$ cat src/rtl/fetch_unit_pkg.sv
// Shared types and default geometry for the instruction fetch unit.
// Imported by the fetch top and its interface so widths stay in one place.
package fetch_unit_pkg;

   localparam int PC_W    = 10;
   localparam int INSTR_W = 9;
   localparam logic [INSTR_W-1:0] HALT_INSTR = 9'h1FF;
   localparam int LAST_PC = 63;

   typedef enum logic [1:0] {
      FS_IDLE  = 2'd0,
      FS_PRIME = 2'd1,
      FS_RUN   = 2'd2,
      FS_HALT  = 2'd3
   } fetch_state_t;

endpackage

$ cat src/rtl/fetch_unit_if.sv
// Fetch-side bus: instruction-memory read port plus the delivery port to decode.
// The master side is the fetch unit; the slave side is memory and decode.
interface fetch_unit_if #(
   parameter int PC_W    = fetch_unit_pkg::PC_W,
   parameter int INSTR_W = fetch_unit_pkg::INSTR_W
);
   logic [PC_W-1:0]    imem_addr;
   logic [INSTR_W-1:0] imem_rdata;
   logic               instr_valid;
   logic [INSTR_W-1:0] instr;
   logic [PC_W-1:0]    instr_pc;

   modport master (
      output imem_addr,
      input  imem_rdata,
      output instr_valid,
      output instr,
      output instr_pc
   );

   modport slave (
      input  imem_addr,
      output imem_rdata,
      input  instr_valid,
      input  instr,
      input  instr_pc
   );
endinterface

$ cat src/rtl/fetch_unit_sat_counter16.sv
// 16-bit event counter with synchronous clear and saturation at all-ones.
// Clear wins over enable so a restart always lands on zero.
module sat_counter16 (
   input  logic        CLK,
   input  logic        RST_N,
   input  logic        en,
   input  logic        clr,
   output logic [15:0] count
);

   // NOTE: sequential state is written with <= so every flop samples pre-edge values.
   always_ff @(posedge CLK or negedge RST_N) begin
      if (!RST_N)
         count <= '0;
      else if (clr)
         count <= '0;
      else if (en && (count != 16'hFFFF))
         count <= count + 16'd1;
   end

endmodule

$ cat src/rtl/fetch_unit.sv
// Single-issue fetch unit: one-cycle-latency instruction memory, branch squash
// of the wrong-path fetch, halt detection, and delivered/run cycle counters.
module fetch_unit #(
   parameter int                 PC_W       = fetch_unit_pkg::PC_W,
   parameter int                 INSTR_W    = fetch_unit_pkg::INSTR_W,
   parameter logic [INSTR_W-1:0] HALT_INSTR = fetch_unit_pkg::HALT_INSTR,
   parameter int                 LAST_PC    = fetch_unit_pkg::LAST_PC
) (
   input  logic             CLK,
   input  logic             RST_N,
   input  logic             start,
   input  logic [PC_W-1:0]  pc_in,
   input  logic             redirect,
   fetch_unit_if.master     bus,
   output logic             done,
   output logic [15:0]      instr_count,
   output logic [15:0]      cycle_count
);
   import fetch_unit_pkg::*;

   localparam logic [1:0] IDLE  = FS_IDLE;
   localparam logic [1:0] PRIME = FS_PRIME;
   localparam logic [1:0] RUN   = FS_RUN;
   localparam logic [1:0] HALT  = FS_HALT;

   logic [1:0]      state;
   logic [1:0]      state_nxt;
   logic            inflight_v;
   logic [PC_W-1:0] inflight_pc;
   logic            squash;

   logic active;
   logic deliver;
   logic halt_hit;

   assign active   = (state == PRIME) || (state == RUN);
   assign deliver  = (state == RUN) && inflight_v && !squash;
   assign halt_hit = deliver && ((bus.imem_rdata == HALT_INSTR) ||
                                 (inflight_pc == PC_W'(LAST_PC)));

   // NOTE: every combinational output gets a default first so no latch is inferred.
   always_comb begin
      state_nxt = state;
      case (state)
         IDLE:    if (start) state_nxt = PRIME;
         PRIME:   state_nxt = start ? PRIME : RUN;
         RUN: begin
            if (start)
               state_nxt = PRIME;
            else if (halt_hit)
               state_nxt = HALT;
         end
         HALT:    if (start) state_nxt = PRIME;
         default: state_nxt = IDLE;
      endcase
   end

   // A restart or halt drops the in-flight fetch; otherwise the current
   // pc_in becomes next cycle's delivery, squashed after a taken branch.
   always_ff @(posedge CLK or negedge RST_N) begin
      if (!RST_N) begin
         state       <= IDLE;
         inflight_v  <= 1'b0;
         inflight_pc <= '0;
         squash      <= 1'b0;
      end else begin
         state <= state_nxt;
         if (start) begin
            inflight_v <= 1'b0;
            squash     <= 1'b0;
         end else if ((state == PRIME) || ((state == RUN) && !halt_hit)) begin
            inflight_v  <= 1'b1;
            inflight_pc <= pc_in;
            squash      <= (state == RUN) && redirect && !squash;
         end else begin
            inflight_v <= 1'b0;
            squash     <= 1'b0;
         end
      end
   end

   always_comb begin
      bus.imem_addr   = active ? pc_in : '0;
      bus.instr_valid = deliver;
      bus.instr       = (state == RUN) ? bus.imem_rdata : '0;
      bus.instr_pc    = (state == RUN) ? inflight_pc : '0;
      done            = (state == HALT);
   end

   sat_counter16 u_instr_cnt (
      .CLK   (CLK),
      .RST_N (RST_N),
      .en    (deliver),
      .clr   (start),
      .count (instr_count)
   );

   sat_counter16 u_cycle_cnt (
      .CLK   (CLK),
      .RST_N (RST_N),
      .en    (active),
      .clr   (start),
      .count (cycle_count)
   );

endmodule

$ cat src/flat_wrapper.sv
// flat-port wrapper written by rule: the top's interface ports become plain ports
module fetch_unit_flat import fetch_unit_pkg::*;
#(
   parameter int                 PC_W       = fetch_unit_pkg::PC_W,
   parameter int                 INSTR_W    = fetch_unit_pkg::INSTR_W,
   parameter logic [INSTR_W-1:0] HALT_INSTR = fetch_unit_pkg::HALT_INSTR,
   parameter int                 LAST_PC    = fetch_unit_pkg::LAST_PC
)
  (CLK, RST_N, start, pc_in, redirect, done, instr_count, cycle_count, bus_imem_addr, bus_imem_rdata, bus_instr_valid, bus_instr, bus_instr_pc);
  fetch_unit_if #(.PC_W(PC_W), .INSTR_W(INSTR_W)) bus_i ();
  input  logic CLK;
  input  logic RST_N;
  input  logic start;
  input  logic [PC_W-1:0] pc_in;
  input  logic redirect;
  output logic done;
  output logic [15:0] instr_count;
  output logic [15:0] cycle_count;
  output wire logic [$bits(bus_i.imem_addr)-1:0] bus_imem_addr;
  input wire logic [$bits(bus_i.imem_rdata)-1:0] bus_imem_rdata;
  output wire logic [$bits(bus_i.instr_valid)-1:0] bus_instr_valid;
  output wire logic [$bits(bus_i.instr)-1:0] bus_instr;
  output wire logic [$bits(bus_i.instr_pc)-1:0] bus_instr_pc;
  assign bus_imem_addr = bus_i.imem_addr;
  assign bus_i.imem_rdata = bus_imem_rdata;
  assign bus_instr_valid = bus_i.instr_valid;
  assign bus_instr = bus_i.instr;
  assign bus_instr_pc = bus_i.instr_pc;
  fetch_unit #(.PC_W(PC_W), .INSTR_W(INSTR_W), .HALT_INSTR(HALT_INSTR), .LAST_PC(LAST_PC)) u_core (.CLK(CLK), .RST_N(RST_N), .start(start), .pc_in(pc_in), .redirect(redirect), .bus(bus_i), .done(done), .instr_count(instr_count), .cycle_count(cycle_count));
endmodule
$ cat config.mk
export PLATFORM = sky130hd
export DESIGN_NAME = fetch_unit_flat
export DESIGN_NICKNAME = d
export VERILOG_FILES = /design/src/rtl/fetch_unit_pkg.sv /design/src/rtl/fetch_unit_if.sv /design/src/rtl/fetch_unit_sat_counter16.sv /design/src/rtl/fetch_unit.sv /design/src/flat_wrapper.sv
export SDC_FILE = /design/constraint.sdc
export NUM_CORES = 1
export LEC_CHECK = 0
export CAP_MARGIN = 10
export CORE_MARGIN = 2
export CORE_UTILIZATION = 30
export CTS_BUF_LIST = sky130_fd_sc_hd__clkbuf_8 sky130_fd_sc_hd__clkbuf_16
export DETAILED_ROUTE_END_ITERATION = 6
export PLACE_DENSITY_LB_ADDON = 0.3
export SYNTH_ARGS = -nofsm -noshare
export SYNTH_HDL_FRONTEND = slang
export SYNTH_SLANG_ARGS = --single-unit
$ cat constraint.sdc
create_clock -name CLK -period 5.9 [get_ports CLK]
set_input_delay 1.18 -clock CLK [delete_from_list [all_inputs] [get_ports CLK]]
set_output_delay 1.18 -clock CLK [all_outputs]
set_load 0.03 [all_outputs]
[Word level (Yosys, flattened, before mapping)]
Cells that the tools add are included.
Cells by class
  $add $sub $neg: 2
  eq/ne operators: 9
  multiplexer cells: 16
  bitwise operators: 1
  reduce and logical (&&, ||, !) cells: 19
Operators with widths (number)
  16-bit 2-to-1 mux: 4
  16-bit by 1-bit adder with 16-bit output (second input constant): 2
  16-bit != test (second input constant): 2
  10-bit 2-to-1 mux: 2
  10-bit by 6-bit == test with 1-bit output (second input constant): 1
  9-bit == test (second input constant): 1
  9-bit 2-to-1 mux: 1
  1-bit logical AND: 8
  2-bit 2-to-1 mux: 4
  2-bit one-hot mux with 3 select lines: 1
  2-bit == test (second input constant): 2
  1-bit 2-to-1 mux: 4
  2-bit AND reduction: 2
  2-bit nonzero test: 2
  1-bit logical OR: 3
  3-bit by 2-bit != test with 1-bit output (second input constant): 1
  2-bit by 1-bit == test with 1-bit output (second input constant): 1
  1-bit zero test: 2
  2-bit zero test: 1
  2-bit by 1-bit != test with 1-bit output (second input constant): 1
  2-bit OR reduction: 1
  1-bit NOT: 1
Storage, ports and cells
  flip-flop bits (word level): 46
  word-level logic and storage cells: 53

[Logic depth before layout (Yosys ltp)]
Gate-level depths: netlist of run 1.
  depth in word-level cells: 9
  depth in mapped cells: 8
  gate-level depth less buffers: 7

[Cells and area by module]
Synthesis of run 1 repeated with hierarchy kept, for this count alone.
Second synthesis, totals
  cells, all modules: 362
  area total of the unflattened synthesis: 3166.8 um^2
By module, submodules not included
  sat_counter16: instances 2, cells each 98, area an instance 942.2 um^2, sequential area each 400.4 um^2
  fetch_unit: instances 1, cells each 166, area an instance 1282.5 um^2, sequential area each 350.3 um^2

[Worst setup path after synthesis of run 1]
OpenSTA, ideal clock, no wires.
  path type: in2out
  start: input port pc_in[0]
  end: output port bus_imem_addr[0]
  arrival: 1.635 ns
  path slack: 3.085 ns
  cell stages on the path: 1
  cell sequence: nor2b_1
Between the ends
  cells in the longest elaborated chain, start to end: 1
Ends and longest elaborated chain
  start, declared: RTL line flat_wrapper.sv:14  | input logic [PC_W-1:0] pc_in;
  10-bit 2-to-1 mux: RTL line fetch_unit.sv:83  | bus.imem_addr = active ? pc_in : '0;
  end, declared: RTL line flat_wrapper.sv:19  | output wire logic [$bits(bus_i.imem_addr)-1:0] bus_imem_addr;
Every way passes these cells.

[Worst setup path in the final report of run 1]
  start: input port pc_in[2]
  end: output port bus_imem_addr[2]
The elaborated chain is that of the path after synthesis.

==> flow_summary.toml, run 1 <==
[power_and_ir_drop]
ir_drop_mv = 0.167
p_total_mw = 1.18
p_leak_nw = 1.56
p_per_area_nw_per_um2 = 279

[synthesis]
ys_seq_elements = 46
synth_edf_count = 0
ys_seq_area_share_pct = 36.0
synth_common_cells = "dfrtp_1, nor2b_1, clkbuf_1"
yosys_warnings = 0
netlist.area_leader.share_pct = 36.0
ys.flop_type = "dfrtp_1"
syn-num-nets = 399
yosysTopAreaCell = "dfrtp_1"
yosys-top-cells-area = "dfrtp_1, nor2b_1, mux2_2"
synth.most_common_cell = "dfrtp_1"
synth.distinct_cells = 50
synth_area_sq_um = 3200
synthArstFlopShare_pct = 100
synthCells = 370
syn_avg_cell_area_sq_um = 8.64

[clock_network]
htree_num_levels = 2
cts-resized-gates = 0
cts_setup_buffers = 0
worst_skew_pair.late_latency_ns = 0.30
clk_path_buf_depth = 2
clock_sinks = 46
numCtsBuffers = 5
holdBufCountCts = 0
clkSlewWorstSetupHoldPaths_ns = 0.09
cts_root_buffer = "clkbuf_8"
cts_tree = "built"

[route]
dr.pass1.iters = 4
drtAntennaViolNets = 0
drc_errors = 0
route.vias.total = 3070
met1Wirelength_um = 3970
wl_met2_um = 4150
wl_per_cell_um = 14.7
initialDrtViolationCount = 131
maxUsedRoutingLayer = "met4"
vias_per_cell = 5.31
wirelength_um = 8490
wl_met3_um = 287

[outcome]
outcome = "finished, final reports clean"

[sta]
tns_ns = 0
rsz0062_at_grt = "false"
fmax_ghz = 0.271
relSlewSlack_pct = 25.6
min_period_ns = 3.69
skew_ns = 0.00645
final-setup-viol-count = 0
worst_slew_pin_slew_ns = 1.11
timing.final.crit_share_pct = 62.6
finalHoldViolations = 0
slew_violations = 0
fin_hold_ws_ns = 0.577

[worst_setup_path]
r2r_start = "u_core.state[0]"
reg2reg_depth = 5
r2r_setup_slack_ns = 3.30
crit_fanout = 3
endpoint_kind = "primary output"
startpoint_type = "input pin"
critPathRequiredTime_ns = 4.72
critPathKind = "input pin to primary output"
critical_path_arrival_ns = 2.51
crit-reg2reg-capture = "u_core.u_cycle_cnt.count[11]"

[global_route]
gr-usage-all-layers_pct = 15.3
grt_pass1_wl_um = 14600
grt_max_degree = 60
grt_overflow = 0
grt_pass1_vias = 3003
antenna_found_initial = 0

[floorplanning]
pin_count = 86
die_h_um = 107
rows = 37
coreArea_sq_um = 10300
die_x_um = 107
dieArea_sq_um = 11500
initial_core_util_pct = 31.0

[finish]
syn2layout_area_growth_pct = 32.4
multiInputGateArea_sq_um = 1930
fillers = 1019
diodes = 0
layout.area.seq_sq_um = 1150
drive_above_1_share_pct = 7.24
nets = 471

[worst_hold_path]
hp-class = "register to register"
hold_depth = 2
min_from = "u_core.squash"
holdPathEnd = "u_core.squash"

[placed_design]
io_buffer_count = 85
hpwl_um = 5840
gp_congestion = 0.833

[job]
cap_violations = 0
[state kept, by name, summed over array words and instances, names as in the netlist]
register	cells
u_core.inflight_v	1
u_core.state	2
u_core.inflight_pc	10
u_core.squash	1
u_core.u_instr_cnt.count	16
u_core.u_cycle_cnt.count	16
[power breakdown]
group	leakage [nW]	total, mW	internal (mW)	switching [mW]
registers	0.613	0.426	0.366	0.0608
logic	0.903	0.569	0.255	0.314
clock network	0.0466	0.184	0.0785	0.106
total	1.56	1.18	0.699	0.481
[layout by cell type (no fill, tap or decap), drive strengths merged, types with 11 or more instances in the layout]
cell           instances
and2                  20
nand2                 19
o21ai                 11
a21oi                 21
mux2                  13
nor2                  20
or4                   19
nor2b                 44
nand3                 22
clkdlybuf4s50         83
dfrtp                 46
[layer usage]
layer / GRT usage [%] / vias up
met3: 2.19 / 6
met4: 3.71 / 0
li1: - / 1511
met2: 25.8 / 69
met1: 20.7 / 1484
met5: 0 / -
[kinds of logic (layout without fill, tap and decap cells)]
kind of cell | Yosys count | count (layout) | synth area share (%)
AOI/OAI and AO/OA | 71 | 71 | 14.9
DFF | 46 | 46 | 36.0
and+or+nand+nor | 200 | 200 | 37.7
muxes | 15 | 15 | 5.21
adders and majority gates | 6 | 6 | 2.35
buffers and inverters | 32 | 104 | 3.80
[layout make-up]
type	count	area share [%]
Clock buffer	5	1.63
Clock inverter	2	0.177
Inverter	7	0.621
Multi-Input combinational cell	292	45.6
Sequential cell	46	27.2
Tap cell	136	4.02
Timing Repair Buffer	90	20.8
[stage by stage]
step / instances / util [%] / setup WS (ns) / cell area, sq um
2_1_floorplan: 370 / - / 3.08 / 3200
3_3_place_gp: 571 / 40.2 / 2.23 / 4160
3_5_place_dp: 571 / 40.2 / 2.20 / 4160
4_1_cts: 578 / 41.0 / 2.19 / 4230
5_1_grt: 578 / 41.0 / 2.03 / 4230
6_report: 578 / 41.0 / 2.21 / 4230
[critical path, stage by stage]
cell and delay, ns:
clkdlybuf4s50_1 0.49, nor2b_1 0.14, clkdlybuf4s50_1 0.70
[worst max path at each step]
stage	from	end	slack [ns]
floorplan	pc_in[0]	bus_imem_addr[0]	3.08
global placement	pc_in[4]	bus_imem_addr[4]	2.23
detailed placement	pc_in[2]	bus_imem_addr[2]	2.20
CTS	pc_in[2]	bus_imem_addr[2]	2.19
global route	u_core.state[0]	bus_instr_valid	2.03
finish	pc_in[2]	bus_imem_addr[2]	2.21
Power figures use the tool's default switching activity.
==> inputs of run 2 (changes only) <==
clock period = 3.7 ns   (was 5.9 ns; I/O delays follow)
==> flow_summary.toml, run 2 (synthesis results as in run 1) <==
[outcome]
outcome = "finished, final reports clean"

[job]
cap_violations = 0

[worst_hold_path]
hp-class = "input pin to async pin"

[route]
drc_errors = 0
route.vias.total = 3089
wirelength_um = 8360
drtAntennaViolNets = 0
vias_per_cell = 5.33
initialDrtViolationCount = 149
wl_per_cell_um = 14.4
dr.pass1.iters = 4

[clock_network]
htree_num_levels = 2
cts-resized-gates = 0
cts_setup_buffers = 0
cts_tree = "built"
holdBufCountCts = 0
cts_root_buffer = "clkbuf_8"
clock_sinks = 46
numCtsBuffers = 5
worst_skew_pair.late_latency_ns = 0.29
clkSlewWorstSetupHoldPaths_ns = 0.09
clk_path_buf_depth = 2

[placed_design]
io_buffer_count = 85
placed_cell_area_sq_um = 4160
gp_congestion = 0.824
hpwl_um = 5900
place_inst = 571

[worst_setup_path]
critPathRequiredTime_ns = 2.96
startpoint = "u_core.state[0]"
crit_fanout = 34
r2r_start = "u_core.state[0]"
endpoint_kind = "primary output"
critical_path_arrival_ns = 2.41
critPathKind = "register to primary output"
startpoint_type = "register"

[global_route]
grt_pass1_vias = 2837
gr-usage-all-layers_pct = 14.5
grt_max_degree = 58
grt_overflow = 0
grt_pass1_wl_um = 13700
antenna_found_initial = 0

[sta]
timing.final.crit_share_pct = 85.2
slew_violations = 0
rsz0062_at_grt = "false"
relSlewSlack_pct = 27.4
min_period_ns = 3.15
final-setup-viol-count = 0
tns_ns = 0
fmax_ghz = 0.317
finalHoldViolations = 0
skew_ns = 0.00738
worst_slew_pin_slew_ns = 1.09

[finish]
drive_above_1_share_pct = 7.88
fin_cells = 580
diodes = 0
nets = 472
final_common_cell = "clkdlybuf4s50_1"
syn2layout_area_growth_pct = 33.5
final_cell_mix = "clkdlybuf4s50_1, dfrtp_1, nor2b_1"
largestRegisters = "u_core.u_cycle_cnt.count: 16 flops, u_core.u_instr_cnt.count: 16 flops, u_core.inflight_pc: 10 flops"
stdcell_area_sq_um = 4270

[power_and_ir_drop]
p_leak_nw = 1.58
ir_drop_mv = 0.260
p_per_area_nw_per_um2 = 448

[floorplanning]
die_x_um = 107
pin_count = 86
dieArea_sq_um = 11500
coreArea_sq_um = 10300
die_h_um = 107
initial_core_util_pct = 31.0
rows = 37
-- run 2: cell types whose count changed in the layout (fill, tap and decap cells not counted), sizes merged --
cell    before  now
buf          7    8
clkbuf       5    6
clkinv       0    1
inv          9    8
-- run 2: cell type report --
class                   instances  area [sq um]
clock buffers                   6          82.6
clock inverters                 2          8.76
fillers                      1020          6060
inverters                       7          26.3
multi-input cells             292          1930
flip-flops and latches         46          1150
well taps                     136           170
repair buffers                 91           898
-- run 2: path summary, 6_finish.rpt --
check | end | slack [ns] | cells after the start
setup / recovery | bus_instr_pc[0] | 0.55 | 5
hold / removal | u_core.u_instr_cnt.count[7] | 0.41 | 1
setup reg to reg | u_core.u_cycle_cnt.count[11] | 1.20 | 5
hold reg to reg | u_core.squash | 0.56 | 2
max in group asynchronous | u_core.u_cycle_cnt.count[15] | 2.74 | 2
min in group CLK | u_core.squash | 0.56 | 2
-- run 2: report_power, final --
group / internal, mW / total [mW] / switching (mW) / leakage [nW]
Combinational: 0.410 / 0.913 / 0.503 / 0.912
Sequential: 0.583 / 0.680 / 0.0974 / 0.613
Clock: 0.148 / 0.320 / 0.171 / 0.0524
Total: 1.14 / 1.91 / 0.771 / 1.58
-- run 2: layer usage --
metal	vias up	share of wire [%]	GRT usage [%]	routed length, um
met4	0	0.53	3.43	44
met3	2	4.1	1.82	340
met1	1497	46	19.6	3830
met5	-	0	0	0
li1	1518	-	-	-
met2	72	50	24.6	4150
-- run 2: metrics by stage --
step                      utilization (%)  power, mW  worst slack [ns]  hold WS (ns)
after floorplan                         -       1.29              1.37         0.444
after global placement               40.2       1.59             0.852         0.536
after detailed placement             40.2       1.61             0.840         0.562
after CTS                            41.1       1.94             0.510         0.574
after global routing                 41.3       2.06             0.391         0.435
final                                41.3       1.91             0.549         0.408
-- run 2: critical path: stages (launching register included) --
cell	delay (ns)
dfrtp_1	0.43
inv_1	0.08
ha_1	0.36
buf_4	0.38
and2_1	0.17
clkdlybuf4s50_1	0.69
